**src/rtl/roulette_spinner_pkg.sv**
```systemverilog
// Shared definitions for the LED roulette: FSM states, 7-segment constants and LFSR step.
package roulette_spinner_pkg;

    typedef enum logic [1:0] {
        ST_IDLE  = 2'd0,
        ST_SPIN  = 2'd1,
        ST_DECEL = 2'd2,
        ST_SHOW  = 2'd3
    } state_e;

    localparam logic [6:0]  SEG_BLANK = 7'h7F;
    localparam logic [6:0]  SEG_DASH  = 7'h3F;
    localparam logic [15:0] LFSR_MASK = 16'hB400;

    // One step of the 16-bit Galois LFSR (right-shifting form)
    function automatic logic [15:0] lfsr_next(input logic [15:0] s);
        lfsr_next = s[0] ? ((s >> 1) ^ LFSR_MASK) : (s >> 1);
    endfunction

endpackage

```
**src/rtl/roulette_spinner_seg7_hex_dec.sv**
```systemverilog
// 4-bit value to active-low 7-segment glyph {g,f,e,d,c,b,a}; shared by display blocks.
module seg7_hex_dec
    import roulette_spinner_pkg::*;
(
    input  logic [3:0] hex_i,
    output logic [6:0] seg_c_o
);

    always_comb begin
        seg_c_o = SEG_BLANK;
        unique case (hex_i)
            4'h0: seg_c_o = 7'h40;
            4'h1: seg_c_o = 7'h79;
            4'h2: seg_c_o = 7'h24;
            4'h3: seg_c_o = 7'h30;
            4'h4: seg_c_o = 7'h19;
            4'h5: seg_c_o = 7'h12;
            4'h6: seg_c_o = 7'h02;
            4'h7: seg_c_o = 7'h78;
            4'h8: seg_c_o = 7'h00;
            4'h9: seg_c_o = 7'h10;
            4'hA: seg_c_o = 7'h08;
            4'hB: seg_c_o = 7'h03;
            4'hC: seg_c_o = 7'h46;
            4'hD: seg_c_o = 7'h21;
            4'hE: seg_c_o = 7'h06;
            4'hF: seg_c_o = 7'h0E;
            default: seg_c_o = SEG_BLANK;
        endcase
    end

endmodule

```
**src/rtl/roulette_spinner.sv**
```systemverilog
// LED roulette: one lit LED circles N_LEDS positions; releasing run freezes it or
// decelerates it to a stop, and the stopped index is shown on HEX0.
module roulette_spinner
    import roulette_spinner_pkg::*;
#(
    parameter int unsigned N_LEDS    = 4,
    parameter int unsigned STEP_DIV  = 2_500_000,
    parameter int unsigned DECEL_INC = 500_000,
    parameter int unsigned STOP_DIV  = 25_000_000,
    parameter bit          JITTER_EN = 1'b1,
    parameter logic [15:0] LFSR_SEED = 16'hACE1
) (
    input  logic              CLOCK_50,
    input  logic              nrst,
    input  logic [1:0]        SW,
    output logic [N_LEDS-1:0] LEDR,
    output logic [6:0]        HEX0
);

    localparam int unsigned PW = ($clog2(N_LEDS) > 1) ? $clog2(N_LEDS) : 1;
    localparam int unsigned CW = $clog2(STOP_DIV + DECEL_INC + 257);
    localparam int unsigned NW = CW + 1;

    logic [1:0]        sw_meta_q, sw_sync_q;
    logic              run_r_q;
    state_e            state_q, state_d;
    logic [PW-1:0]     pos_q, pos_d;
    logic [CW-1:0]     cnt_q, cnt_d;
    logic [CW-1:0]     period_q, period_d;
    logic [15:0]       lfsr_q, lfsr_d;
    logic [N_LEDS-1:0] ledr_q, ledr_d;
    logic [6:0]        hex_q, hex_d;

    logic              run_s, mode_s, run_rise, run_fall, step;
    logic [PW-1:0]     pos_inc;
    logic [NW-1:0]     np;
    logic [6:0]        glyph_c;

    seg7_hex_dec u_seg7 (
        .hex_i   (4'(pos_d)),
        .seg_c_o (glyph_c)
    );

    always_ff @(posedge CLOCK_50 or negedge nrst) begin
        if (!nrst) begin
            sw_meta_q <= '0;
            sw_sync_q <= '0;
            run_r_q   <= 1'b0;
            state_q   <= ST_IDLE;
            pos_q     <= '0;
            cnt_q     <= '0;
            period_q  <= CW'(STEP_DIV);
            lfsr_q    <= LFSR_SEED;
            ledr_q    <= '0;
            hex_q     <= SEG_BLANK;
        end else begin
            sw_meta_q <= SW;
            sw_sync_q <= sw_meta_q;
            run_r_q   <= sw_sync_q[1];
            state_q   <= state_d;
            pos_q     <= pos_d;
            cnt_q     <= cnt_d;
            period_q  <= period_d;
            lfsr_q    <= lfsr_d;
            ledr_q    <= ledr_d;
            hex_q     <= hex_d;
        end
    end

    // Next-state, timer and output-register inputs; a step always lands before any transition
    always_comb begin
        state_d  = state_q;
        pos_d    = pos_q;
        cnt_d    = cnt_q;
        period_d = period_q;
        lfsr_d   = lfsr_next(lfsr_q);
        ledr_d   = '0;
        hex_d    = SEG_BLANK;

        run_s    = sw_sync_q[1];
        mode_s   = sw_sync_q[0];
        run_rise = run_s & ~run_r_q;
        run_fall = ~run_s & run_r_q;
        step     = (cnt_q == period_q - CW'(1));
        pos_inc  = (pos_q == PW'(N_LEDS - 1)) ? '0 : pos_q + PW'(1);
        np       = NW'(period_q) + NW'(DECEL_INC)
                 + (JITTER_EN ? NW'(lfsr_q[7:0]) : NW'(0));

        unique case (state_q)
            ST_IDLE, ST_SHOW: begin
                if (run_rise) begin
                    state_d  = ST_SPIN;
                    cnt_d    = '0;
                    period_d = CW'(STEP_DIV);
                end
            end
            ST_SPIN: begin
                if (step) begin
                    pos_d = pos_inc;
                    cnt_d = '0;
                end else begin
                    cnt_d = cnt_q + CW'(1);
                end
                if (run_fall) begin
                    state_d = mode_s ? ST_DECEL : ST_SHOW;
                    cnt_d   = '0;
                end
            end
            ST_DECEL: begin
                if (step) begin
                    pos_d = pos_inc;
                    cnt_d = '0;
                    if (np >= NW'(STOP_DIV)) begin
                        state_d = ST_SHOW;
                    end else begin
                        period_d = CW'(np);
                    end
                end else begin
                    cnt_d = cnt_q + CW'(1);
                end
            end
            default: state_d = ST_IDLE;
        endcase

        for (int unsigned i = 0; i < N_LEDS; i++) begin
            ledr_d[i] = (state_d != ST_IDLE) && (pos_d == PW'(i));
        end

        unique case (state_d)
            ST_SPIN, ST_DECEL: hex_d = SEG_DASH;
            ST_SHOW:           hex_d = glyph_c;
            default:           hex_d = SEG_BLANK;
        endcase
    end

    assign LEDR = ledr_q;
    assign HEX0 = hex_q;

endmodule

```
**config.mk**
```make
export PLATFORM = sky130hd
export DESIGN_NAME = roulette_spinner
export DESIGN_NICKNAME = d
export VERILOG_FILES = /design/src/rtl/roulette_spinner_pkg.sv /design/src/rtl/roulette_spinner_seg7_hex_dec.sv /design/src/rtl/roulette_spinner.sv
export SDC_FILE = /design/constraint.sdc
export NUM_CORES = 1
export LEC_CHECK = 0
export CAP_MARGIN = 15
export CORE_MARGIN = 3
export CORE_UTILIZATION = 43
export CTS_CLUSTER_DIAMETER = 150
export CTS_CLUSTER_SIZE = 20
export DETAILED_ROUTE_END_ITERATION = 10
export GPL_TIMING_DRIVEN = 0
export PLACE_DENSITY_LB_ADDON = 0.2
export REMOVE_ABC_BUFFERS = 1
export SLEW_MARGIN = 20
export SYNTH_ARGS = -nofsm -noshare
export SYNTH_HDL_FRONTEND = slang
export SYNTH_HIERARCHICAL = 1
export SYNTH_SLANG_ARGS = --single-unit
```
**constraint.sdc**
```tcl
create_clock -name CLOCK_50 -period 9.84 [get_ports CLOCK_50]
set_input_delay 0.984 -clock CLOCK_50 [delete_from_list [all_inputs] [get_ports CLOCK_50]]
set_output_delay 0.984 -clock CLOCK_50 [all_outputs]
set_load 0.1 [all_outputs]
```
==> results.py <==
metrics = {
    "detailed_routing": {
        "routedWlPerCell_um": 17.27,
        "vias": 5322,
        "drc": 0,
        "drt-vias-per-instance": 5.907,
        "postRouteWirelength_um": 15560,
        "first_pass_iters": 5,
        "postRouteAntennaNets": 0,
        "drtIter0Drc": 517,
    },
    "floorplanning": {
        "ioPinCount": 15,
        "core_area_mm2": 0.01415,
        "row_count": 43,
        "dieArea_mm2": 0.01618,
        "dieHeight_um": 127.2,
        "start_util": 0.4465,
        "die_width_um": 127.2,
    },
    "pwr": {
        "power.density_mw_per_mm2": 201.5,
        "internal_power_uw": 758.1,
        "finalPower_mw": 1.392,
        "peakVddDrop_v": 0.0001661,
        "switchingPower_uw": 634.1,
        "clockPowerShare": 0.236,
        "leakagePower_nw": 2.884,
        "seqPwrFrac": 0.316,
        "pwr-share-comb": 0.449,
        "p_sw_frac": 0.4555,
    },
    "worst_setup_path": {
        "crit_path_start_kind": "register",
        "critPathMaxFanout": 17,
        "cp_data_required_time_ns": 10.11,
        "r2r-end": "HEX0[3]",
        "worst-path-stages": 14,
        "cp_top_family": "simple AND/OR/NAND/NOR gates",
        "cp.arrival_ns": 6.00,
        "r2r_cells": 14,
        "reg2reg_from": "period_q[15]",
        "crit_path_end_kind": "register",
        "r2r_slack_ns": 4.11,
        "slowest_stage": "nor4_4",
        "slowest_delay_ns": 0.89,
        "path_class": "register to register",
        "path_buf_inv": 1,
        "crit_path_cell_trace": "inv_1, ha_1, or4bb_1, or4_4, or4_1, nand4_1, nor2_2, nor4_4, nor2b_1, mux2_1, ha_1, mux4_1, nand2_1, nand2_1",
    },
    "logic_synthesis": {
        "ys_types": 80,
        "synth_edf_count": 0,
        "synth_flop_cell": "dfrtp_1",
        "async_flop_share": 1.000,
        "synth_seq_area_share": 0.3452,
        "synth.avg_cell_area_um2": 8.848,
        "synth_area_mm2": 0.006317,
        "ys.warnings.count": 6,
        "ys_ff_latch": 86,
        "syn_inst": 714,
    },
    "timing": {
        "rsz0062_at_grt": "false",
        "period_share": 0.5827,
        "final.setup.tns_ns": 0,
        "setup_violations": 0,
        "min_period_ns": 5.734,
        "fin_skew_ns": 0.01069,
        "hold_ws_ns": 0.3487,
        "hold_viol": 0,
        "tightest_slew_ns": 1.018,
        "relSlewSlack": 0.3160,
        "final_max_slew_viol_count": 0,
        "max_freq_ghz": 0.1744,
    },
    "clock_network": {
        "insertion_delay_ns": 0.35,
        "post_cts_buffers": 0,
        "numCtsBuffers": 9,
        "cts_tree": "yes",
        "path_clk_slew_ns": 0.07,
        "clock_sink_count": 86,
        "cts-root-buf": "clkbuf_16",
        "cts_hold_buffers": 0,
        "htreeDepth": 3,
        "clockBufferDepth": 2,
        "ctsResizeCount": 0,
    },
    "hold_path": {
        "worstHoldEndpoint": "sw_sync_q[0]",
        "worst_hold_startpoint": "sw_meta_q[0]",
        "min_delay_path_depth": 0,
        "hold_path.class": "register to register",
    },
    "placed_design": {
        "place_congestion": 0.9036,
        "numPortBuffers": 14,
        "post-dp-hpwl_um": 11500,
    },
    "layout": {
        "nNetsFinal": 765,
        "drive_above_1_share": 0.08599,
        "n_antenna_cell": 0,
        "multi_input_area_mm2": 0.003918,
        "final_common_cell": "dfrtp_1",
        "fillers": 1362,
        "seq_area_mm2": 0.002181,
        "syn_to_final_growth_pct": 9.368,
        "layout_common_cells": "dfrtp_1 (63), nand2_1 (58), ha_1 (44)",
    },
    "grt": {
        "grtUsageTotal": 0.1969,
        "grt_start_max_net_pins": 53,
        "grt_pass1_wl_um": 25600,
        "antenna_found_initial": 0,
        "grt-ovfl-total": 0,
        "grt_pass1_vias": 5031,
    },
    "run": {
        "max-cap-violations": 0,
    },
    "run_status": {
        "status": "finished clean",
    },
}
[power groups by stage]
stage	combinational [mW]	sequential (mW)	clock (mW)
6_report	0.625	0.440	0.328
5_1_grt	0.688	0.444	0.350
4_1_cts	0.624	0.439	0.335
3_5_place_dp	0.621	0.445	0
3_3_place_gp	0.605	0.443	0
2_1_floorplan	0.350	0.543	0
[through the flow]
stage | instances | util | setup WS (ns) | cell area (µm²)
floorplan | 689 | - | 4.694 | 6210
global placement | 883 | 0.4647 | 2.984 | 6575
detailed placement | 885 | 0.4687 | 4.180 | 6633
CTS | 901 | 0.4881 | 4.162 | 6907
global route | 901 | 0.4883 | 3.796 | 6909
finish | 901 | 0.4883 | 4.106 | 6909
[worst max path at each step]
stage / startpoint / end / slack [ns]
CTS: period_q[15] / HEX0[3] / 4.16
floorplan: lfsr_q[0] / period_q[17] / 4.69
global placement: lfsr_q[0] / period_q[17] / 2.98
global route: period_q[15] / HEX0[3] / 3.80
finish: period_q[15] / HEX0[3] / 4.11
detailed placement: period_q[15] / HEX0[3] / 4.18
[cells by family (layout without fill, tap and decap cells)]
family	count (synthesis)	after routing	share of synthesized area
other	1	12	0.0005936
adders and majority gates	45	45	0.09032
AOI/OAI and AO/OA	181	181	0.1874
DFF	86	86	0.3452
xor gates and xnor gates	53	53	0.07784
muxes	22	22	0.03823
buffers and inverters	71	67	0.04436
and+or+nand+nor	255	255	0.2161
[sequential cells by signal (all words and copies together) (netlist names)]
signal and flops:
lfsr_q 16, run_r_q 1, sw_sync_q 2, state_q 2, period_q 25, LEDR 4
cnt_q 25, pos_q 2, sw_meta_q 2, HEX0 7
[routing by layer]
metal | track usage | routed length (µm)
met5 | 0 | 0
met2 | 0.3064 | 7080
met1 | 0.2744 | 7448
met4 | 0.06877 | 334
met3 | 0.03888 | 693
[synthesized netlist by cell type (14+ instances only)]
cell | n | area (µm²)
a211oi_1 | 14 | 105.1
a21oi_1 | 30 | 150.1
and3_1 | 15 | 93.84
clkbuf_1 | 23 | 86.33
dfrtp_1 | 63 | 1577
dfstp_2 | 23 | 604.3
ha_1 | 44 | 550.5
inv_1 | 33 | 123.9
mux2i_1 | 17 | 170.2
nand2_1 | 58 | 217.7
nand3_1 | 26 | 130.1
nor2_1 | 38 | 142.6
nor3_1 | 33 | 165.2
o21ai_0 | 27 | 135.1
o21ai_1 | 27 | 135.1
xnor2_1 | 29 | 254.0
xor2_1 | 22 | 192.7
[cell type report]
class                   count  area share
multi-input cells         568      0.5670
clock buffers               9     0.03260
clock inverters             7    0.007063
flip-flops and latches     86      0.3156
inverters                  35     0.01901
repair buffers             16     0.02608
well taps                 180     0.03260
Power figures use the tool's default switching activity.
